===== config.mk =====
export PLATFORM = sky130hd
export DESIGN_NAME = exe_system_unit
export DESIGN_NICKNAME = d
export VERILOG_FILES = /design/src/rtl/multicore_pkg.sv /design/src/rtl/sys_counter64.sv /design/src/rtl/exe_system_unit.sv
export SDC_FILE = /design/constraint.sdc
export NUM_CORES = 1
export LEC_CHECK = 0
export ABC_AREA = 0
export CAP_MARGIN = 20
export CORE_MARGIN = 2
export CORE_UTILIZATION = 30
export CTS_CLUSTER_SIZE = 30
export DETAILED_ROUTE_END_ITERATION = 7
export MAX_ROUTING_LAYER = met4
export SETUP_SLACK_MARGIN = 0.05
export SYNTH_ARGS = -nofsm -noshare
export SYNTH_HDL_FRONTEND = slang
export SYNTH_HIERARCHICAL = 1
export SYNTH_SLANG_ARGS = --single-unit

===== constraint.sdc =====
create_clock -name clk -period 2.2 [get_ports clk]
set_input_delay 0.44 -clock clk [delete_from_list [all_inputs] [get_ports clk]]
set_output_delay 0.44 -clock clk [all_outputs]
set_load 0.01 [all_outputs]

===== src/rtl/multicore_pkg.sv =====
// multicore_pkg: shared types and constants for the system-instruction unit.
`default_nettype none

package multicore_pkg;

  localparam int DATA_SIZE = 32;
  localparam int SYS_CNT_W = 64;

  // Bit 0 selects low/high word; bits [2:1] select cycle/time/instret/trap.
  typedef enum logic [2:0] {
    RDCYCLE    = 3'd0,
    RDCYCLEH   = 3'd1,
    RDTIME     = 3'd2,
    RDTIMEH    = 3'd3,
    RDINSTRET  = 3'd4,
    RDINSTRETH = 3'd5,
    SCALL      = 3'd6,
    SBREAK     = 3'd7
  } t_sysop;

  typedef enum logic [1:0] {
    IDLE = 2'd0,
    RESP = 2'd1,
    TRAP = 2'd2
  } t_sys_state;

  function automatic logic is_trap_op(input t_sysop op);
    return (op == SCALL) || (op == SBREAK);
  endfunction

endpackage

`default_nettype wire


===== src/rtl/sys_counter64.sv =====
// sys_counter64: free-running wrapping counter with synchronous reset and enable.
`default_nettype none

module sys_counter64
  import multicore_pkg::*;
(
  input  logic                 clk,
  input  logic                 rst,
  input  logic                 i_en,
  output logic [SYS_CNT_W-1:0] o_count
);

  logic [SYS_CNT_W-1:0] r_count;

  always_ff @(posedge clk) begin
    if (rst) begin
      r_count <= '0;
    end else if (i_en) begin
      r_count <= r_count + {{(SYS_CNT_W-1){1'b0}}, 1'b1};
    end
  end

  assign o_count = r_count;

endmodule

`default_nettype wire


===== src/rtl/exe_system_unit.sv =====
// exe_system_unit: cycle/time/instret counter reads plus SCALL/SBREAK handling.
// Define SYSUNIT_TRAP_EN to route SCALL/SBREAK to the trap handshake instead of a zero read.
`default_nettype none

module exe_system_unit
  import multicore_pkg::*;
#(
  parameter int TIME_DIV = 10
) (
  input  logic                 clk,
  input  logic                 rst,
  input  logic                 req_valid,
  output logic                 req_ready,
  input  t_sysop               req_op,
  input  logic [4:0]           req_rd,
  output logic                 resp_valid,
  output logic [DATA_SIZE-1:0] resp_data,
  output logic [4:0]           resp_rd,
  input  logic                 retire,
  output logic                 trap_valid,
  output logic                 trap_cause,
  input  logic                 trap_ack
);

  localparam int PW = (TIME_DIV > 1) ? $clog2(TIME_DIV) : 1;

  logic [PW-1:0]        r_presc;
  logic                 w_tick;
  logic [SYS_CNT_W-1:0] w_cycle;
  logic [SYS_CNT_W-1:0] w_time;
  logic [SYS_CNT_W-1:0] w_instret;
  logic [SYS_CNT_W-1:0] w_sel_cnt;
  logic [DATA_SIZE-1:0] w_word;
  logic                 w_accept;
  t_sys_state           r_state;
  t_sys_state           w_next;
  logic [DATA_SIZE-1:0] r_resp_data;
  logic [4:0]           r_resp_rd;

  assign w_tick = (r_presc == PW'(TIME_DIV - 1));

  always_ff @(posedge clk) begin
    if (rst || w_tick) begin
      r_presc <= '0;
    end else begin
      r_presc <= r_presc + {{(PW-1){1'b0}}, 1'b1};
    end
  end

  sys_counter64 u_cycle   (.clk(clk), .rst(rst), .i_en(1'b1),   .o_count(w_cycle));
  sys_counter64 u_time    (.clk(clk), .rst(rst), .i_en(w_tick), .o_count(w_time));
  sys_counter64 u_instret (.clk(clk), .rst(rst), .i_en(retire), .o_count(w_instret));

  // Sampled from the registers before this edge's increment lands.
  always_comb begin
    w_sel_cnt = '0;
    case (req_op[2:1])
      2'b00:   w_sel_cnt = w_cycle;
      2'b01:   w_sel_cnt = w_time;
      2'b10:   w_sel_cnt = w_instret;
      default: w_sel_cnt = '0;
    endcase
    w_word = req_op[0] ? w_sel_cnt[SYS_CNT_W-1:DATA_SIZE] : w_sel_cnt[DATA_SIZE-1:0];
  end

  assign w_accept = req_valid && req_ready;

  always_ff @(posedge clk) begin
    if (rst) begin
      r_state <= IDLE;
    end else begin
      r_state <= w_next;
    end
  end

  always_comb begin
    w_next = r_state;
    case (r_state)
      IDLE, RESP: begin
        w_next = IDLE;
        if (w_accept) begin
`ifdef SYSUNIT_TRAP_EN
          w_next = is_trap_op(req_op) ? TRAP : RESP;
`else
          w_next = RESP;
`endif
        end
      end
`ifdef SYSUNIT_TRAP_EN
      TRAP: begin
        if (trap_ack) begin
          w_next = IDLE;
        end
      end
`endif
      default: w_next = IDLE;
    endcase
  end

  always_ff @(posedge clk) begin
    if (rst) begin
      r_resp_data <= '0;
      r_resp_rd   <= '0;
    end else if (w_accept) begin
      r_resp_data <= w_word;
      r_resp_rd   <= req_rd;
    end
  end

`ifdef SYSUNIT_TRAP_EN
  logic r_cause;

  always_ff @(posedge clk) begin
    if (rst) begin
      r_cause <= 1'b0;
    end else if (w_accept) begin
      r_cause <= req_op[0];
    end
  end

  always_comb begin
    trap_valid = (r_state == TRAP);
    trap_cause = trap_valid ? r_cause : 1'b0;
  end
`else
  logic w_unused_trap_ack;
  assign w_unused_trap_ack = trap_ack;

  always_comb begin
    trap_valid = 1'b0;
    trap_cause = 1'b0;
  end
`endif

  always_comb begin
    req_ready  = !rst && (r_state != TRAP);
    resp_valid = (r_state == RESP);
    resp_data  = resp_valid ? r_resp_data : '0;
    resp_rd    = resp_valid ? r_resp_rd : '0;
  end

endmodule

`default_nettype wire


# Yosys cells after proc, flatten, opt, wreduce, memory -nomap -nowiden
# Cells that the tools add are included.
[totals]
wordCells = 30
reg_bits = 235
inputBits = 13
out_inout_bits = 41
[classes]
add_sub_neg = 4
bitwise = 1
n_reduce_logical = 8
mux = 5
eq_ne = 5
[op_table]
columns = ["cell", "n"]
rows = [
  ["$add A64 B1 Y64 const B", 3],
  ["$pmux W64 S3", 1],
  ["$mux W32", 2],
  ["$mux W5", 1],
  ["$add A4 B1 Y4 const B", 1],
  ["$eq A2 B1 Y1 const B", 2],
  ["$eq A4 B4 Y1 const B", 1],
  ["$logic_not A2 Y1", 2],
  ["$reduce_or A2 Y1", 2],
  ["$eq A2 B2 Y1 const B", 1],
  ["$logic_and A1 B1 Y1", 2],
  ["$ne A2 B2 Y1 const B", 1],
  ["$logic_not A1 Y1", 1],
  ["$logic_or A1 B1 Y1", 1],
  ["$mux W1", 1],
  ["$not A1 Y1", 1],
]

# Depth between registers and ports, before layout
[depth]
word_depth = 4
depth_mapped = 10
mapped_depth_nobuf = 9

# Modules after synthesis
# Netlist, hierarchy kept.
[modules_own_cells]
columns = ["mod", "seq_area_each_um2", "area_per_inst_um2", "cells_each", "instances"]
rows = [
  ["sys_counter64", 1281.2, 3027.9, 347, 3],
  ["exe_system_unit", 840.8, 3664.8, 445, 1],
]

# Least setup slack after synthesis
# OpenSTA, ideal clock, no wires.
[synth_timing]
path_kind = "register to register"
start = "register r_presc[0]"
end = "register u_time.r_count[63] (netlist: u_time/o_count[63])"
stages_incl_launch_ff = 9
setup_slack_ns = -0.085
required_ns = 2.079
synth_period_minus_slack_ns = 2.285
setup_ns = 0.121
path_buffers = 0
arrival_ns = 2.164
path_cell_list = "dfxtp_1 -> ha_1 -> nand2_1 -> nor2_1 -> nand4_2 -> nor3_2 -> nand3_2 -> nor4_1 -> mux2_2"
[synth_via]
elab_chain_len = 1
[synth_rtl]
columns = ["element", "line", "rtl"]
rows = [
  ["start: declaration", "exe_system_unit.sv:27", "logic [PW-1:0] r_presc;"],
  ["start signal: assignment", "exe_system_unit.sv:46", "r_presc <= r_presc + {{(PW-1){1'b0}}, 1'b1};"],
  ["$eq A4 B4 Y1", "exe_system_unit.sv:40", "assign w_tick = (r_presc == PW'(TIME_DIV - 1));"],
  ["via w_tick", "exe_system_unit.sv:28", "logic w_tick;"],
  ["end signal: assignment", "sys_counter64.sv:19", "r_count <= r_count + {{(SYS_CNT_W-1){1'b0}}, 1'b1};"],
  ["end: declaration", "sys_counter64.sv:13", "logic [SYS_CNT_W-1:0] r_count;"],
]
# The timed path passes the listed nets, and every way through them passes these cells.
# A chain may end at the register's enable or synchronous reset.

# Final worst setup path
[layout_timing]
start = "register u_cycle.r_count[43] (netlist: u_cycle/o_count[43])"
end = "register u_cycle.r_count[60] (netlist: u_cycle/o_count[60])"
[layout_via]
elab_chain_len = 1
[layout_rtl]
columns = ["element", "line"]
rows = [
  ["start: declaration", "sys_counter64.sv:13"],
  ["start signal: assignment", "sys_counter64.sv:19"],
  ["$add A64 B1 Y64", "sys_counter64.sv:19"],
]
# Every way passes these cells.

==> results <==
- The flow ran to the end, and the final reports show no timing, DRC or antenna violations.
- The number of antenna violations at the first check in global routing is 1.
- The power per unit of standard cell area is 590 nW/µm².
- The detailed-route wire length per cell is 17.7 µm.
- The post-detailed-placement half-perimeter wirelength is 28.9 mm.
- The clock edge transition at the registers on the reported setup and hold paths is 0.06 ns.
- STA classifies the critical path endpoint as a flip-flop.
- Using the TritonRoute via totals, the vias-per-cell ratio works out to 5.27.
- The maximum buffer depth of the clock tree is 3.
- The async set-or-reset flop fraction in the synthesized netlist is 0%.
- The final worst clock skew is 0.0226 ns.
- The layout has 4184 filler cells.
- The dominant cell type by area after synthesis is dfxtp_1.
- Total power for the finished layout comes to 0.00974 W.
- The distinct cell type count after synthesis is 44.
- The net switching fraction of the power is 23.8%.
- The buffer and inverter count on the worst path is 1.
- For this run, the share of the core covered by cells in the final layout is 39.4%.
- Setup violations remaining at the end of the flow were counted as 0.
- The highest attainable clock frequency is 469 MHz.
- Setup repair after global routing could not meet its margin everywhere.
- The routed design has 40.2 mm of wire.
- Synthesis produced a netlist whose cell count is 1486.
- The worst setup path is launched from a flip-flop.
- The share of final-layout standard cells stronger than drive strength 1 is 22.7%.
- The clock period could shrink to 2.13 ns.
- At the worst endpoint, the required time is 2.71 ns.
- The sum of overflow across all layers after global routing is 0.
- The DRC marker count from the first detailed-route iteration is 813.
- The routability-driven placement congestion ratio is 0.890.
- The average instance in the mapped netlist occupies 8.58 µm².
- For this design, the sink count on the clock tree is 234.
- The core outline area is 41900 µm².
- For the final routed database, the setup TNS stands at 0 ns.
- The number of violations of the max-capacitance limit is 0.
- The tightest min-delay check is of the input port to flip-flop type.
- For the pin with the worst max-slew slack, the measured transition is 1.05 ns.
- Global routing used 18.2% of the available tracks.
- The via count of the first global-routing pass came to 11600.
- The die covers 44200 µm².
- The placed instance area is 15100 µm².
- Buffers inserted to repair hold after CTS numbered 0.
- The total count of hold-check failures in the final report is 0.
- The total clock buffers created by CTS is 29.
- The number of enable flip-flop cells after synthesis is 0.
- The floorplan die height is 210 µm.
- The remaining max-slew budget at the tightest pin is 29.7%.
- Of all nets on the critical path, the largest fanout is 12.
- The worst path uses 96.9% of the clock period.
- The later pin in the worst-skew pair is clocked with a latency of 0.58 ns.
- In the routed design, unresolved DRC markers number 0.
- At the end of the flow, the number of nets in the layout was 1728.
- The largest vdd supply drop is 0.000620 V.
- Yosys printed 6 warnings.
- CTS built an H-tree with a depth of 1.
- The number of slew-limit violations in the final report is 0.
- The count of buffers added on input and output ports is 50.
- The pin count of the biggest net entering global routing is 108.
- For this run, the slowest stage of the critical path takes 0.51 ns.
- The starting utilization of the core area is 30.4%.
- The root buffer cell is clkbuf_16.
- Registers are responsible for 44.1% of the overall power.
- By startpoint and endpoint, the worst setup path is classified as flip-flop to flip-flop.
- Grouping stages by cell kind, the critical path spends the most delay in simple AND/OR/NAND/NOR gates.
- The library cell with the highest instance count after synthesis is dfxtp_1.
- The row count is 75.
- The count of state elements after synthesis is 234.
- From synthesis to final layout, the design area changed by 29.5%.
- The finished cells cover 16500 µm².
- 54 I/O pins were placed.
- The detailed-router iteration count before antenna repair is 6.
- By area the synthesized netlist is led by dfxtp_1, nor2_1, mux2i_1.
- Per report_power, the combinational group accounts for 5.4% of the total.
- The arrival time at the worst endpoint is 2.64 ns.
- The leakage dissipation is 6.42 nW.
- By count the netlist is led by dfxtp_1, nor2_1, nand2_1.
- The switching power is 0.00231 W.
- After synthesis the cells add up to 12700 µm².
- TritonCTS built the clock tree.
- The portion of the post-synthesis area used by sequential elements is 36.7%.
- The signal on the critical path passes through nand4_1 > or3_4 > nand4b_1 > buf_4 > or4_1 > a21oi_1.
- In this run the horizontal extent of the chip is 210 µm.
- The most used flip-flop cell after synthesis is dfxtp_1.
- Cell internal power was estimated by the tool at 0.00742 W.
- The proportion of netlist area held by the largest area contributor is 36.7%.
- The global-route wire length before repair is 62.5 mm.
- Among all stages on the critical path, the largest delay is contributed by or4_1.
- The clock network burns 50.5% of the power.
- The number of antenna-violating nets in the routed design is 0.
- The detailed router placed 12000 vias in this run.
## power by group through the flow
stage          logic, W  clock network [W]  registers [W]
5_1_grt        0.000564            0.00519        0.00430
2_1_floorplan  0.000343                  0        0.00438
6_report       0.000521            0.00492        0.00430
3_5_place_dp   0.000510                  0        0.00438
3_3_place_gp   0.000503                  0        0.00438
4_1_cts        0.000514            0.00501        0.00429
## state kept, by name (all words and copies together), names as in the netlist
| name | count |
|---|---|
| u_instret/o_count | 64 |
| r_resp_data | 32 |
| r_state | 1 |
| u_time/o_count | 64 |
| r_presc | 4 |
| u_cycle/o_count | 64 |
| r_resp_rd | 5 |
## cell type report
type / count / area (µm²) / area share, %
Antenna cell: 1 / 2.50 / 0.0152
Clock buffer: 39 / 853 / 5.17
Clock inverter: 13 / 141 / 0.856
Inverter: 26 / 97.6 / 0.591
Multi-Input combinational cell: 1151 / 7850 / 47.5
Sequential cell: 234 / 4700 / 28.5
Tap cell: 539 / 674 / 4.08
Timing Repair Buffer: 268 / 2190 / 13.3
## cells by family after synthesis
| kind of cell | count (synthesis) | share of synthesized area, % |
|---|---|---|
| simple gates | 703 | 31.4 |
| compound gates | 248 | 13.7 |
| mux | 75 | 5.94 |
| fa+ha+maj | 5 | 0.491 |
| other cells | 2 | 0.0589 |
| xor+xnor | 113 | 7.76 |
| buf+inv | 106 | 3.89 |
| flops | 234 | 36.7 |
## worst paths after layout
path	start	end	slack (ns)	cells after the start
max	u_cycle/o_count[43]$_SDFFE_PP0P_	u_cycle/o_count[60]$_SDFFE_PP0P_	0.07	6
min	rst	u_time/o_count[62]$_SDFFE_PP0P_	0.19	2
max reg2reg	u_cycle/o_count[43]$_SDFFE_PP0P_	u_cycle/o_count[60]$_SDFFE_PP0P_	0.07	6
min reg2reg	r_resp_rd[3]$_SDFFE_PP0P_	r_resp_rd[3]$_SDFFE_PP0P_	0.48	2
## repair_timing
item | CTS | global route
pin swaps | 11 | 29
cloned | 1 | 0
setup buffers | 5 | 20
hold endpoints to repair | 0 | 0
gates resized for setup | 58 | 53
setup endpoints to repair | 57 | 61
## layer usage
layer | GRT usage [%] | wire [µm] | vias to the layer above
met5 | - | 0 | -
met4 | 7.83 | 1920 | 0
met3 | 2.18 | 1710 | 91
met2 | 29.2 | 18600 | 299
met1 | 23.1 | 18000 | 5757
li1 | - | - | 5826
## cells in the final DEF (no fill, tap or decap), types with 6 or more instances in the layout
cell	instances
nand4_4	10
dlygate4sd2_1	37
nand4_2	8
a221o_1	30
dfxtp_2	13
nand4_1	84
inv_1	25
nor4_1	18
nand2_1	85
a211oi_1	36
xor2_1	75
a21oi_1	71
or3_1	55
dfxtp_1	221
xnor2_1	37
buf_6	8
o21ai_0	53
nor2b_1	9
nor2_1	203
nor3_1	6
nand2b_1	38
clkbuf_8	10
mux2i_1	70
or4_1	18
and2_1	41
buf_12	6
a211oi_2	28
conb_1	7
clkdlybuf4s50_1	8
buf_4	205
nand3_1	56
nor4_4	12
clkinv_2	7
o31ai_1	19
clkbuf_16	29
and3_1	21
## metrics by stage
step / cells / hold slack (ns) / setup slack (ns)
2_1_floorplan: 1491 / 0.433 / 0.0573
3_3_place_gp: 2193 / 0.465 / -0.264
3_5_place_dp: 2193 / 0.474 / -0.281
4_1_cts: 2251 / 0.180 / 0.0228
5_1_grt: 2271 / 0.194 / -0.0108
6_report: 2271 / 0.187 / 0.0690
## worst register-to-register path, cell delays in order, from the launching register on
cell and delay (ns):
dfxtp_1 0.34, nand4_1 0.23, or3_4 0.43, nand4b_1 0.21
buf_4 0.22, or4_1 0.51, a21oi_1 0.14
No activity file was read; power rests on OpenSTA's default activity.
